### src/rtl/alu_issue_wb.sv
// rtl/alu_issue_wb.sv - issue/write-back stage around an external combinational ALU
module alu_issue_wb #(
  parameter int WIDTH = 8
) (
  input  logic             clk,
  input  logic             rst_n,
  input  logic             cmd_valid,
  output logic             cmd_ready,
  input  logic [2:0]       cmd_op,
  input  logic [1:0]       cmd_rd,
  input  logic [1:0]       cmd_rs1,
  input  logic [1:0]       cmd_rs2,
  input  logic             cmd_imm_en,
  input  logic [WIDTH-1:0] cmd_imm,
  output logic [WIDTH-1:0] alu_a,
  output logic [WIDTH-1:0] alu_b,
  output logic [2:0]       alu_sel,
  input  logic [WIDTH-1:0] alu_result,
  input  logic             alu_zero,
  input  logic             alu_carry,
  output logic             wb_valid,
  output logic [1:0]       wb_rd,
  output logic [WIDTH-1:0] wb_data,
  output logic             flag_z,
  output logic             flag_c,
  input  logic [1:0]       dbg_addr,
  output logic [WIDTH-1:0] dbg_data
);

  typedef enum logic [1:0] {IDLE, EXEC, WB} state_e;

  state_e           state_q, state_d;
  logic [WIDTH-1:0] rf_q [4];
  logic [WIDTH-1:0] rf_d [4];
  logic [WIDTH-1:0] alu_a_q, alu_a_d, alu_b_q, alu_b_d;
  logic [2:0]       alu_sel_q, alu_sel_d;
  logic [1:0]       rd_q, rd_d, wb_rd_q, wb_rd_d;
  logic [WIDTH-1:0] wb_data_q, wb_data_d;
  logic             wb_valid_q, wb_valid_d;
  logic             flag_z_q, flag_z_d, flag_c_q, flag_c_d;
  logic [WIDTH-1:0] rs1_val, rs2_val;

  // R0 is never written, but reads are forced to zero regardless
  assign rs1_val  = (cmd_rs1 == 2'd0) ? '0 : rf_q[cmd_rs1];
  assign rs2_val  = (cmd_rs2 == 2'd0) ? '0 : rf_q[cmd_rs2];
  assign dbg_data = (dbg_addr == 2'd0) ? '0 : rf_q[dbg_addr];

  assign cmd_ready = (state_q == IDLE) && rst_n;

  always_comb begin
    state_d    = state_q;
    rf_d       = rf_q;
    alu_a_d    = alu_a_q;
    alu_b_d    = alu_b_q;
    alu_sel_d  = alu_sel_q;
    rd_d       = rd_q;
    wb_rd_d    = wb_rd_q;
    wb_data_d  = wb_data_q;
    wb_valid_d = wb_valid_q;
    flag_z_d   = flag_z_q;
    flag_c_d   = flag_c_q;
    case (state_q)
      IDLE: begin
        if (cmd_valid && cmd_ready) begin
          alu_a_d   = rs1_val;
          alu_b_d   = cmd_imm_en ? cmd_imm : rs2_val;
          alu_sel_d = cmd_op;
          rd_d      = cmd_rd;
          state_d   = EXEC;
        end
      end
      EXEC: begin
        wb_data_d  = alu_result;
        flag_z_d   = alu_zero;
        flag_c_d   = alu_carry;
        wb_rd_d    = rd_q;
        wb_valid_d = 1'b1;
        state_d    = WB;
      end
      WB: begin
        if (wb_rd_q != 2'd0) rf_d[wb_rd_q] = wb_data_q;
        wb_valid_d = 1'b0;
        state_d    = IDLE;
      end
      default: begin
        wb_valid_d = 1'b0;
        state_d    = IDLE;
      end
    endcase
  end

  always_ff @(posedge clk or negedge rst_n) begin
    if (!rst_n) begin
      state_q    <= IDLE;
      for (int i = 0; i < 4; i++) rf_q[i] <= '0;
      alu_a_q    <= '0;
      alu_b_q    <= '0;
      alu_sel_q  <= '0;
      rd_q       <= '0;
      wb_rd_q    <= '0;
      wb_data_q  <= '0;
      wb_valid_q <= 1'b0;
      flag_z_q   <= 1'b0;
      flag_c_q   <= 1'b0;
    end else begin
      state_q    <= state_d;
      for (int i = 0; i < 4; i++) rf_q[i] <= rf_d[i];
      alu_a_q    <= alu_a_d;
      alu_b_q    <= alu_b_d;
      alu_sel_q  <= alu_sel_d;
      rd_q       <= rd_d;
      wb_rd_q    <= wb_rd_d;
      wb_data_q  <= wb_data_d;
      wb_valid_q <= wb_valid_d;
      flag_z_q   <= flag_z_d;
      flag_c_q   <= flag_c_d;
    end
  end

  assign alu_a    = alu_a_q;
  assign alu_b    = alu_b_q;
  assign alu_sel  = alu_sel_q;
  assign wb_valid = wb_valid_q;
  assign wb_rd    = wb_rd_q;
  assign wb_data  = wb_data_q;
  assign flag_z   = flag_z_q;
  assign flag_c   = flag_c_q;

endmodule

### config.mk
export PLATFORM = sky130hd
export DESIGN_NAME = alu_issue_wb
export DESIGN_NICKNAME = d
export VERILOG_FILES = /design/src/rtl/alu_issue_wb.sv
export SDC_FILE = /design/constraint.sdc
export NUM_CORES = 1
export LEC_CHECK = 0
export ABC_AREA = 1
export CAP_MARGIN = 5
export CORE_MARGIN = 2
export CORE_UTILIZATION = 57
export CTS_BUF_LIST = sky130_fd_sc_hd__clkbuf_4 sky130_fd_sc_hd__clkbuf_8
export DETAILED_ROUTE_END_ITERATION = 6
export PLACE_DENSITY = 0.92
export SYNTH_ARGS = -nofsm -noshare
export SYNTH_HDL_FRONTEND = slang
export SYNTH_SLANG_ARGS = --single-unit
### constraint.sdc
create_clock -name clk -period 1.9 [get_ports clk]
set_clock_uncertainty 0.15 [all_clocks]
set_input_delay 0.285 -clock clk [delete_from_list [all_inputs] [get_ports clk]]
set_output_delay 0.285 -clock clk [all_outputs]
set_load 0.01 [all_outputs]
### Yosys cells after proc, flatten, opt, wreduce, memory -nomap -nowiden

Index checks and enable logic that the tools add are counted.

* bits in registers: 68
* bits of input ports: 33
* logic and storage cells: 55

* order comparisons: 5
* equal/unequal tests: 3
* muxes and demuxes: 19
* bitwise logic cells: 4
* reduce and logical (&&, ||, !) cells: 10

Operators with widths (count)
* $mux W8: 11
* $bmux W8 S2: 3
* $bwmux W32: 1
* $demux W8 S2: 1
* $ge A3 B3 Y1 const B: 4
* $not A2 Y3: 4
* $logic_not A2 Y1: 4
* $pmux W2 S2: 1
* $reduce_and A2 Y1: 2
* $logic_and A1 B1 Y1: 3
* $lt A3 B1 Y1 const B: 1
* $eq A2 B1 Y1 const B: 1
* $eq A2 B2 Y1 const B: 1
* $mux W2: 1
* $ne A2 B1 Y1 const B: 1
* $pmux W1 S2: 1
* $reduce_bool A2 Y1: 1

### Logic depth before layout (Yosys ltp)

Gate-level depths: netlist of the first run.

* depth after elaboration: 6
* mapped depth: 8
* mapped depth without buffers: 6

### Worst setup path before layout of the first run

Ideal clock, no wire load.

* path type: input -> output
* start: input dbg_addr[0]
* end: output dbg_data[5]
* data arrival time: 1.041 ns
* data required time: 1.465 ns
* setup slack: 0.424 ns
* stages on the path: 5
* cell sequence: buf_4 clkbuf_1 a21oi_1 o21ai_0 a21oi_1

* cells in the longest elaborated chain, start to end: 5
* elaborated cells between the ends (all ways): 6
* classes of those cells: 4 x mux; 1 x bitwise; 1 x reduce/logical

RTL lines
* from (decl): RTL line 26 `input logic [1:0] dbg_addr,`
* $not A2 Y3 (not written as such): RTL line 46 `assign dbg_data = (dbg_addr == 2'd0) ? '0 : rf_q[dbg_addr];`
* $bmux W8 S2: RTL line 46
* $mux W8 (not written as such) (2 in a row): RTL line 46
* $mux W8 (*): RTL line 46
* to (decl): RTL line 27 `output logic [WIDTH-1:0] dbg_data`

Mark *: on every way between the ends. The rest lies on a longest branch, timed or not. The select of a mux whose other input is x is not followed.

### Worst setup path in the final report of the first run

* start: register rf_q[18] (netlist name)
* end: output dbg_data[2]

* cells in the longest elaborated chain, start to end: 4

RTL lines
* from (decl): RTL line 33 `logic [WIDTH-1:0] rf_q [4];`
* $bmux W8 S2: RTL line 46
* $mux W8 (not written as such) (2 in a row): RTL line 46
* $mux W8: RTL line 46

Every way passes these cells. The select of a mux whose other input is x is not followed.

==> results.cfg, run 1 <==
[logic_synthesis]
synthCells = 451
syn_nets = 484
synth_top_family_by_area = simple AND/OR/NAND/NOR gates
synth_edf_count = 0
yosysWarnings = 0
yosysTopAreaCell = dfrtp_1
synth_cell_types = 20
synth.area.top_cells = dfrtp_1 (50%), nand2_1 (14%), a21oi_1 (8.2%)
synth_top_area_share_pct = 49.9
synthSimpleGateAreaFrac_pct = 19.9
synth-xor-area-share_pct = 0
synth_most_common_cell = nand2_1
synth_fa_ha_area_share_pct = 0
synth-compound-area-share_pct = 18.3
async_flop_share_pct = 100
netlist_area_mm2 = 0.00341
syn_area_per_cell_um2 = 7.56
synthTopCellsByCount = nand2_1 (127), dfrtp_1 (68), inv_1 (62)
seq_area_frac_synth_pct = 49.9
synth_seq_cells = 68
synth-main-ff-cell = dfrtp_1
synthMuxAreaShare_pct = 0

[critical_path]
cp-startpoint = rf_q[18]
regToRegEndpoint = alu_a[3]
cp.required_ns = 1.46
crit_slowest_cell = dfrtp_1
crit_end = dbg_data[2]
rr_startpoint = state_q[0]
crit_type = reg2out
cp.depth = 5
worst_ep_arrival_time_ns = 1.38
slowest_delay_ns = 0.38
start_kind = flop
cp_max_fo = 2
cpMostUsedCell = a21oi_1
path_cells = inv_1 > a21oi_1 > o21ai_1 > a21oi_1 > buf_2
ff2ff_setup_slack_ns = 0.36
worstRegToRegCells = 5
cp_top_family = compound AO/OA/AOI/OAI gates
endpoint_kind = output port
cp_num_buf_inv = 2

[final_layout]
synthToLayoutAreaGrowth_pct = 31.3
final_util_pct = 76.5
drive_gt1_share_pct = 12.8
diodes = 0
layout.nets = 567

[global_route]
grt_pass1_wl_um = 14100
grt_antenna_before_repair = 0
grt_pass1_vias = 3088
grt_usage_pct = 28.7
grt_start_max_net_pins = 33
overflow = 0

[timing]
hold_viol_final = 0
maxSlewViolCount = 0
period_minus_slack_ns = 1.82
rsz0062_at_grt = yes
fin_crit_sh_pct = 95.6
finalSetupViolCount = 0
slew_headroom_pct = 73.4
tightest_slew_ns = 0.400
fmax_mhz = 550

[power]
p_leak_nw = 2.23
p_per_area_mw_per_mm2 = 1130
ir_drop_mv = 0.831
finalPower_mw = 5.05

[routing]
drt_iter0_markers = 234
dr.pass1.iters = 5
route.detailed.drc = 0
ant_nets = 0
dr_total_vias = 3297
viasPerCell = 5.37
drt-wirelength-per-cell_um = 14.8
totalWireLength_um = 9070

[cts]
cts_buffer_depth = 2
insertion_delay_ns = 0.36
clk_pin_slew_ns = 0.08
clock-sinks = 68
cts_buffers = 9
h-tree-depth = 3
cts_root_buf = clkbuf_8
cts_tree = yes

[floorplanning]
rows = 28
ioPinCount = 74
die_x_um = 81.3
core_area_mm2 = 0.00585
fp.dieH_um = 81.3
initial_core_util_pct = 58.3
die-area_mm2 = 0.00661

[worst_hold_path]
min_path_type = in2async

[placed_design]
dp_hpwl_um = 6290
gp_congestion = 0.918
io_buffers = 73

[run_status]
outcome = completed

[run]
cap_violations = 0
## worst min-delay path by stage
stage,to,slack (ns),cells past startpoint
finish,wb_rd[0],0.10,2
global route,wb_rd[0],0.12,2
CTS,wb_rd[0],0.08,2
detailed placement,wb_rd[0],-0.06,1
global placement,wb_rd[0],-0.06,1
floorplan,alu_a[0],-0.16,0
## routing by layer
| metal | track usage (%) | routed length, um | vias up |
|---|---|---|---|
| li1 | - | - | 1598 |
| met1 | 36.8 | 3810 | 1511 |
| met2 | 45.5 | 4350 | 169 |
| met3 | 7.00 | 697 | 19 |
| met4 | 13.9 | 209 | 0 |
| met5 | 0 | 0 | - |
## sequential cells by signal, summed over array words and instances, names as in the netlist
name / flops
rd_q: 2
flag_z: 1
alu_a: 8
wb_data: 8
state_q: 2
wb_valid: 1
wb_rd: 2
alu_sel: 3
rf_q: 32
alu_b: 8
flag_c: 1
## cell families after synthesis
family | after synthesis
AOI/OAI and AO/OA | 124
buffers and inverters | 96
DFF | 68
and+or+nand+nor | 163
## repair_timing
action	CTS	global route
endpoints found under the setup margin	9	29
pin swaps	2	4
endpoints found under the hold margin	68	0
setup buffers	1	6
hold buffers	1	0
resized for setup	26	15
## area by class of cell
cell class,instances,area [um^2]
clock buffers,11,139
inverters,67,251
clock inverters,5,85.1
repair buffers,101,895
flip-flops and latches,68,1700
well taps,75,93.8
fillers,393,1380
multi-input cells,287,1310
## stage by stage
| step | instances | hold WS [ns] | setup WS, ns | TNS [ns] | area (um^2) |
|---|---|---|---|---|---|
| 2_1_floorplan | 451 | -0.161 | 0.424 | 0 | 3410 |
| 3_3_place_gp | 590 | -0.0587 | -0.461 | -3.51 | 4220 |
| 3_5_place_dp | 590 | -0.0586 | -0.529 | -3.75 | 4220 |
| 4_1_cts | 608 | 0.0839 | 0.00187 | 0 | 4460 |
| 5_1_grt | 614 | 0.120 | -0.00898 | -0.0211 | 4470 |
| 6_report | 614 | 0.101 | 0.0831 | 0 | 4470 |
## power breakdown
| part | switching [mW] | total (mW) | internal, mW |
|---|---|---|---|
| sequential | 0.285 | 2.09 | 1.81 |
| clock | 0.595 | 1.37 | 0.776 |
| combinational | 0.845 | 1.59 | 0.745 |
## placed cells by master (no fill, tap or decap), types with 2 or more instances in the layout
master / instances
clkbuf_2: 5
nor2_1: 5
o21ai_1: 19
dlygate4sd2_1: 2
a21oi_1: 54
bufinv_16: 2
clkbuf_4: 2
nand3_2: 3
inv_1: 60
buf_2: 5
dfrtp_1: 68
clkdlybuf4s50_1: 61
a21oi_2: 3
nand2_1: 127
buf_4: 26
o21ai_0: 48
clkbuf_8: 9
inv_2: 7
nand3_1: 24
Note: power is estimated with default switching activity, not from simulation.
==> run 2, diff against run 1 <==
- CTS_CLUSTER_DIAMETER: default -> 60
- MAX_ROUTING_LAYER: default -> met4
==> run 2 against run 1 <==
Die area did not move. Routed wire length grew 5.2%. Global-route usage is 1.3 points higher. Sequential cell count stayed put. Sequential power barely moved. Cell count down 0.16%. Maximum frequency fell by 1.5%. Register-to-register slack got worse by 0.04 ns. Final area up 0.62%. Critical path depth shrank 4. Combinational power rose by 3%. Power is 2.0% higher.
==> results.cfg, run 2 (synthesis gave the netlist of run 1 again) <==
[run_status]
outcome = completed

[critical_path]
cp_top_family = buffers and inverters
start_kind = flop
ff2ff_setup_slack_ns = 0.32
regToRegEndpoint = alu_b[6]
slowest_delay_ns = 0.59
worst_ep_arrival_time_ns = 1.41
cp_max_fo = 5
rr_startpoint = state_q[0]
worstRegToRegCells = 5
cp_num_buf_inv = 1
crit_type = reg2out
endpoint_kind = output port
cp.required_ns = 1.46
path_cells = clkdlybuf4s50_1
crit_slowest_cell = clkdlybuf4s50_1

[power]
p_switching_mw = 1.73
clkPwrFrac_pct = 27.5
p_per_area_mw_per_mm2 = 1140
p_comb_share_pct = 31.7
p_leak_nw = 2.24
p_int_mw = 3.42
switching_share_pct = 33.5
p_seq_share_pct = 40.9
ir_drop_mv = 0.831

[timing]
fin_ws_ns = 0.0548
period_minus_slack_ns = 1.85
slew_headroom_pct = 73.1
fmax_mhz = 542
hold_viol_final = 0
tightest_slew_ns = 0.403
maxSlewViolCount = 0
fin_crit_sh_pct = 97.1
whs_ns = 0.121
finalSetupViolCount = 0

[routing]
viasPerCell = 5.59
drt_iter0_markers = 311
route.detailed.drc = 0
totalWireLength_um = 9540
ant_nets = 0
drt-wirelength-per-cell_um = 15.6
dr.pass1.iters = 7
dr_total_vias = 3424

[final_layout]
layout.nets = 566
drive_gt1_share_pct = 12.6
final_cell_mix = nand2_1 (127), dfrtp_1 (68), clkdlybuf4s50_1 (61)
final_common_cell = nand2_1
largest_register = rf_q
diodes = 0
synthToLayoutAreaGrowth_pct = 32.1
largest_register_ffs = 32

[placed_design]
gp_congestion = 0.951
dp_hpwl_um = 6570
dp_slack_ns = -0.463
io_buffers = 73

[global_route]
grt_pass1_vias = 3121
grt_pass1_wl_um = 14500
grt_usage_pct = 30.0
overflow = 0
grt_start_max_net_pins = 33
grt_antenna_before_repair = 0

[cts]
cts_buffer_depth = 2
clock-sinks = 68
h-tree-depth = 3
insertion_delay_ns = 0.34
cts_buffers = 9
clk_pin_slew_ns = 0.07
cts_root_buf = clkbuf_8
cts_tree = yes

[run]
cap_violations = 0

[floorplanning]
ioPinCount = 74
core_area_mm2 = 0.00585
fp.dieH_um = 81.3
die-area_mm2 = 0.00661
die_x_um = 81.3
rows = 28
initial_core_util_pct = 58.3

[worst_hold_path]
min_path_type = in2async
run 2: changes by cell type in the layout (fill, tap and decap cells not counted), sizes merged:
cell / before / now
buf: 32 / 33
clkdlybuf4s15: 0 / 1
inv: 68 / 67
clkinv: 1 / 0
clkbuf: 16 / 15
run 2: routing by layer:
| metal | part of all wire [%] | wire, um | track usage, % |
|---|---|---|---|
| met5 | 0 | 0 | - |
| met1 | 41 | 3900 | 37.1 |
| met4 | 2.2 | 210 | 10.8 |
| met2 | 49 | 4720 | 48.0 |
| met3 | 7.6 | 724 | 7.22 |
run 2: power by group through the flow:
stage	Clock, mW	Sequential [mW]	Combinational (mW)
6_report	1.41	2.10	1.63
2_1_floorplan	0	2.11	0.733
5_1_grt	1.47	2.14	1.81
3_5_place_dp	0	2.10	1.49
4_1_cts	1.41	2.08	1.52
3_3_place_gp	0	2.09	1.43
run 2: worst max path at each step:
stage                      from           to  slack (ns)  depth (start not counted)
global placement    dbg_addr[1]  dbg_data[3]       -0.45                          6
floorplan           dbg_addr[0]  dbg_data[5]        0.42                          5
global route           rf_q[23]  dbg_data[7]       -0.01                          5
finish                 wb_rd[0]     wb_rd[0]        0.05                          1
CTS                    rf_q[20]  dbg_data[4]       0.005                          5
detailed placement  dbg_addr[0]  dbg_data[1]       -0.46                          6
run 2: cell type report:
type,count,area [um^2]
clock inverters,3,67.6
well taps,75,93.8
fillers,388,1350
clock buffers,13,173
repair buffers,100,900
multi-input cells,287,1320
flip-flops and latches,68,1700
inverters,67,251
run 2: stage by stage:
stage	utilization, %	total power, mW	TNS [ns]	std cells	cell area, um^2
after global routing	76.9	5.42	-0.0125	613	4500
final	76.9	5.15	0	613	4500
after global placement	71.9	3.52	-3.47	588	4210
after CTS	76.4	5.02	0	606	4470
after floorplan	-	2.84	0	451	3410
after detailed placement	71.9	3.59	-3.54	588	4210
run 2: timing repair:
item,in CTS,in global routing
hold endpoints to repair,68,0
setup endpoints to repair,9,27
hold buffers,1,0
resized for setup,30,16
pin swaps,2,5
buffers inserted,1,7
==> run 3, diff against run 2 <==
- CORE_UTILIZATION: 57 -> 53
- CTS_CLUSTER_SIZE: default -> 14
- PLACE_DENSITY: 0.92 -> 0.87
- clock period: 1.9 -> 1.8 ns (I/O delays scaled with it)
==> run 3 against run 2 <==
Power rose by 5.2%. Utilization fell by 3.2 points. Cell count rose by 4.2%. Global-route usage fell by 1.2 points. Non-clock buffer count rose by 25. Via count fell by 1.8%. Final area rose by 2.8%. Sequential power rose by 2%. Critical path type unchanged.
==> results.cfg, run 3 (synthesis gave the netlist of run 1 again) <==
[run_status]
outcome = completed

[placed_design]
io_buffers = 73
gp_congestion = 0.920
dp_hpwl_um = 6870

[timing]
slew_headroom_pct = 43.1
fin_tns_setup_ns = 0
fin_crit_sh_pct = 98.1
finalSetupViolCount = 0
hold_viol_final = 0
whs_ns = 0.140
period_minus_slack_ns = 1.77
fmax_mhz = 566
maxSlewViolCount = 0
tightest_slew_ns = 0.853

[final_layout]
final_cell_mix = nand2_1 (127), dfrtp_1 (67), clkdlybuf4s50_1 (61)
diodes = 0
final_common_cell = nand2_1
drive_gt1_share_pct = 17.1
synthToLayoutAreaGrowth_pct = 35.8
layout.nets = 591
largest_register = rf_q
largest_register_ffs = 32

[routing]
drt-wirelength-per-cell_um = 14.8
totalWireLength_um = 9450
dr.pass1.iters = 5
drt_iter0_markers = 325
route.detailed.drc = 0
viasPerCell = 5.26
ant_nets = 0
dr_total_vias = 3363

[run]
cap_violations = 0

[cts]
cts_hold_buf = 0
h-tree-depth = 3
cts_root_buf = clkbuf_8
clk_pin_slew_ns = 0.08
cts_buffer_depth = 2
insertion_delay_ns = 0.35
cts_buffers = 9
cts_tree = yes
clock-sinks = 68

[floorplanning]
initial_core_util_pct = 54.3
fp.dieH_um = 84.2
rows = 29
die_x_um = 84.2
core_area_mm2 = 0.00628
die-area_mm2 = 0.00709
ioPinCount = 74

[global_route]
grt_pass1_vias = 3263
grt_usage_pct = 28.7
overflow = 0
grt_pass1_wl_um = 15700
grt_antenna_before_repair = 0
grt_start_max_net_pins = 69

[worst_hold_path]
min_path_type = in2async

[critical_path]
crit_type = reg2out
slowest_delay_ns = 0.35
endpoint_kind = output port
cp-startpoint = rf_q[20]
cp_max_fo = 2
rr_startpoint = state_q[0]
path_cells = inv_1 > a21oi_2 > o21ai_1 > a21oi_1 > buf_2
start_kind = flop
crit_slowest_cell = dfrtp_1
cp.required_ns = 1.38
worst_ep_arrival_time_ns = 1.35

[power]
ir_drop_mv = 0.820
p_per_area_mw_per_mm2 = 1170
p_leak_nw = 2.34
-- run 3: what timing repair did --
item,4_1_cts,5_1_grt
cloned,1,0
endpoints found under the setup margin,10,8
buffers inserted,4,4
pin swaps,3,7
resized for setup,36,17
-- run 3: worst paths after layout --
kind                                to  slack [ns]  depth (start not counted)
max                        dbg_data[4]        0.03                          5
min                           wb_valid        0.14                          3
max reg2reg                   alu_a[6]        0.08                          6
min reg2reg                   rf_q[29]        0.26                          0
max in group asynchronous     wb_rd[0]        0.78                          3
min in group clk              rf_q[29]        0.26                          0
-- run 3: routing by layer --
| layer | track usage, % | part of all wire [%] | routed length (um) | vias to the layer above |
|---|---|---|---|---|
| met4 | 10.1 | 2.1 | 199 | 0 |
| met1 | 38.8 | 45 | 4220 | 1560 |
| met5 | - | 0 | 0 | - |
| li1 | - | - | - | 1648 |
| met2 | 44.4 | 48 | 4540 | 139 |
| met3 | 4.72 | 5.1 | 486 | 16 |
-- run 3: critical path: cells and delay by family (launching register included) --
family          cells  cell delay, ns
flops               1            0.35
buf+inv             2            0.25
compound gates      3            0.41
-- run 3: cell type report --
class	instances	area (um^2)
clock buffer	9	124
clock inverter	6	65.1
fill	512	1650
inverter	67	251
multi-input combinational	287	1320
sequential	68	1700
tap	77	96.3
timing repair buffer	125	1070
-- run 3: report_power, final --
group          leakage [nW]  internal (mW)  switching (mW)
clock                0.0955          0.634           0.611
sequential            0.871           1.91           0.233
combinational          1.37           1.02            1.02
-- run 3: metrics by stage --
step                util, %  cell area [um^2]  power, mW  setup slack [ns]  instances
floorplan                 -              3410       3.00             0.354        451
global placement       70.1              4400       3.98            -0.522        615
detailed placement     70.1              4400       4.06            -0.576        615
CTS                    73.2              4600       5.34          0.000648        635
global route           73.7              4630       5.76           -0.0199        639
finish                 73.7              4630       5.42            0.0347        639
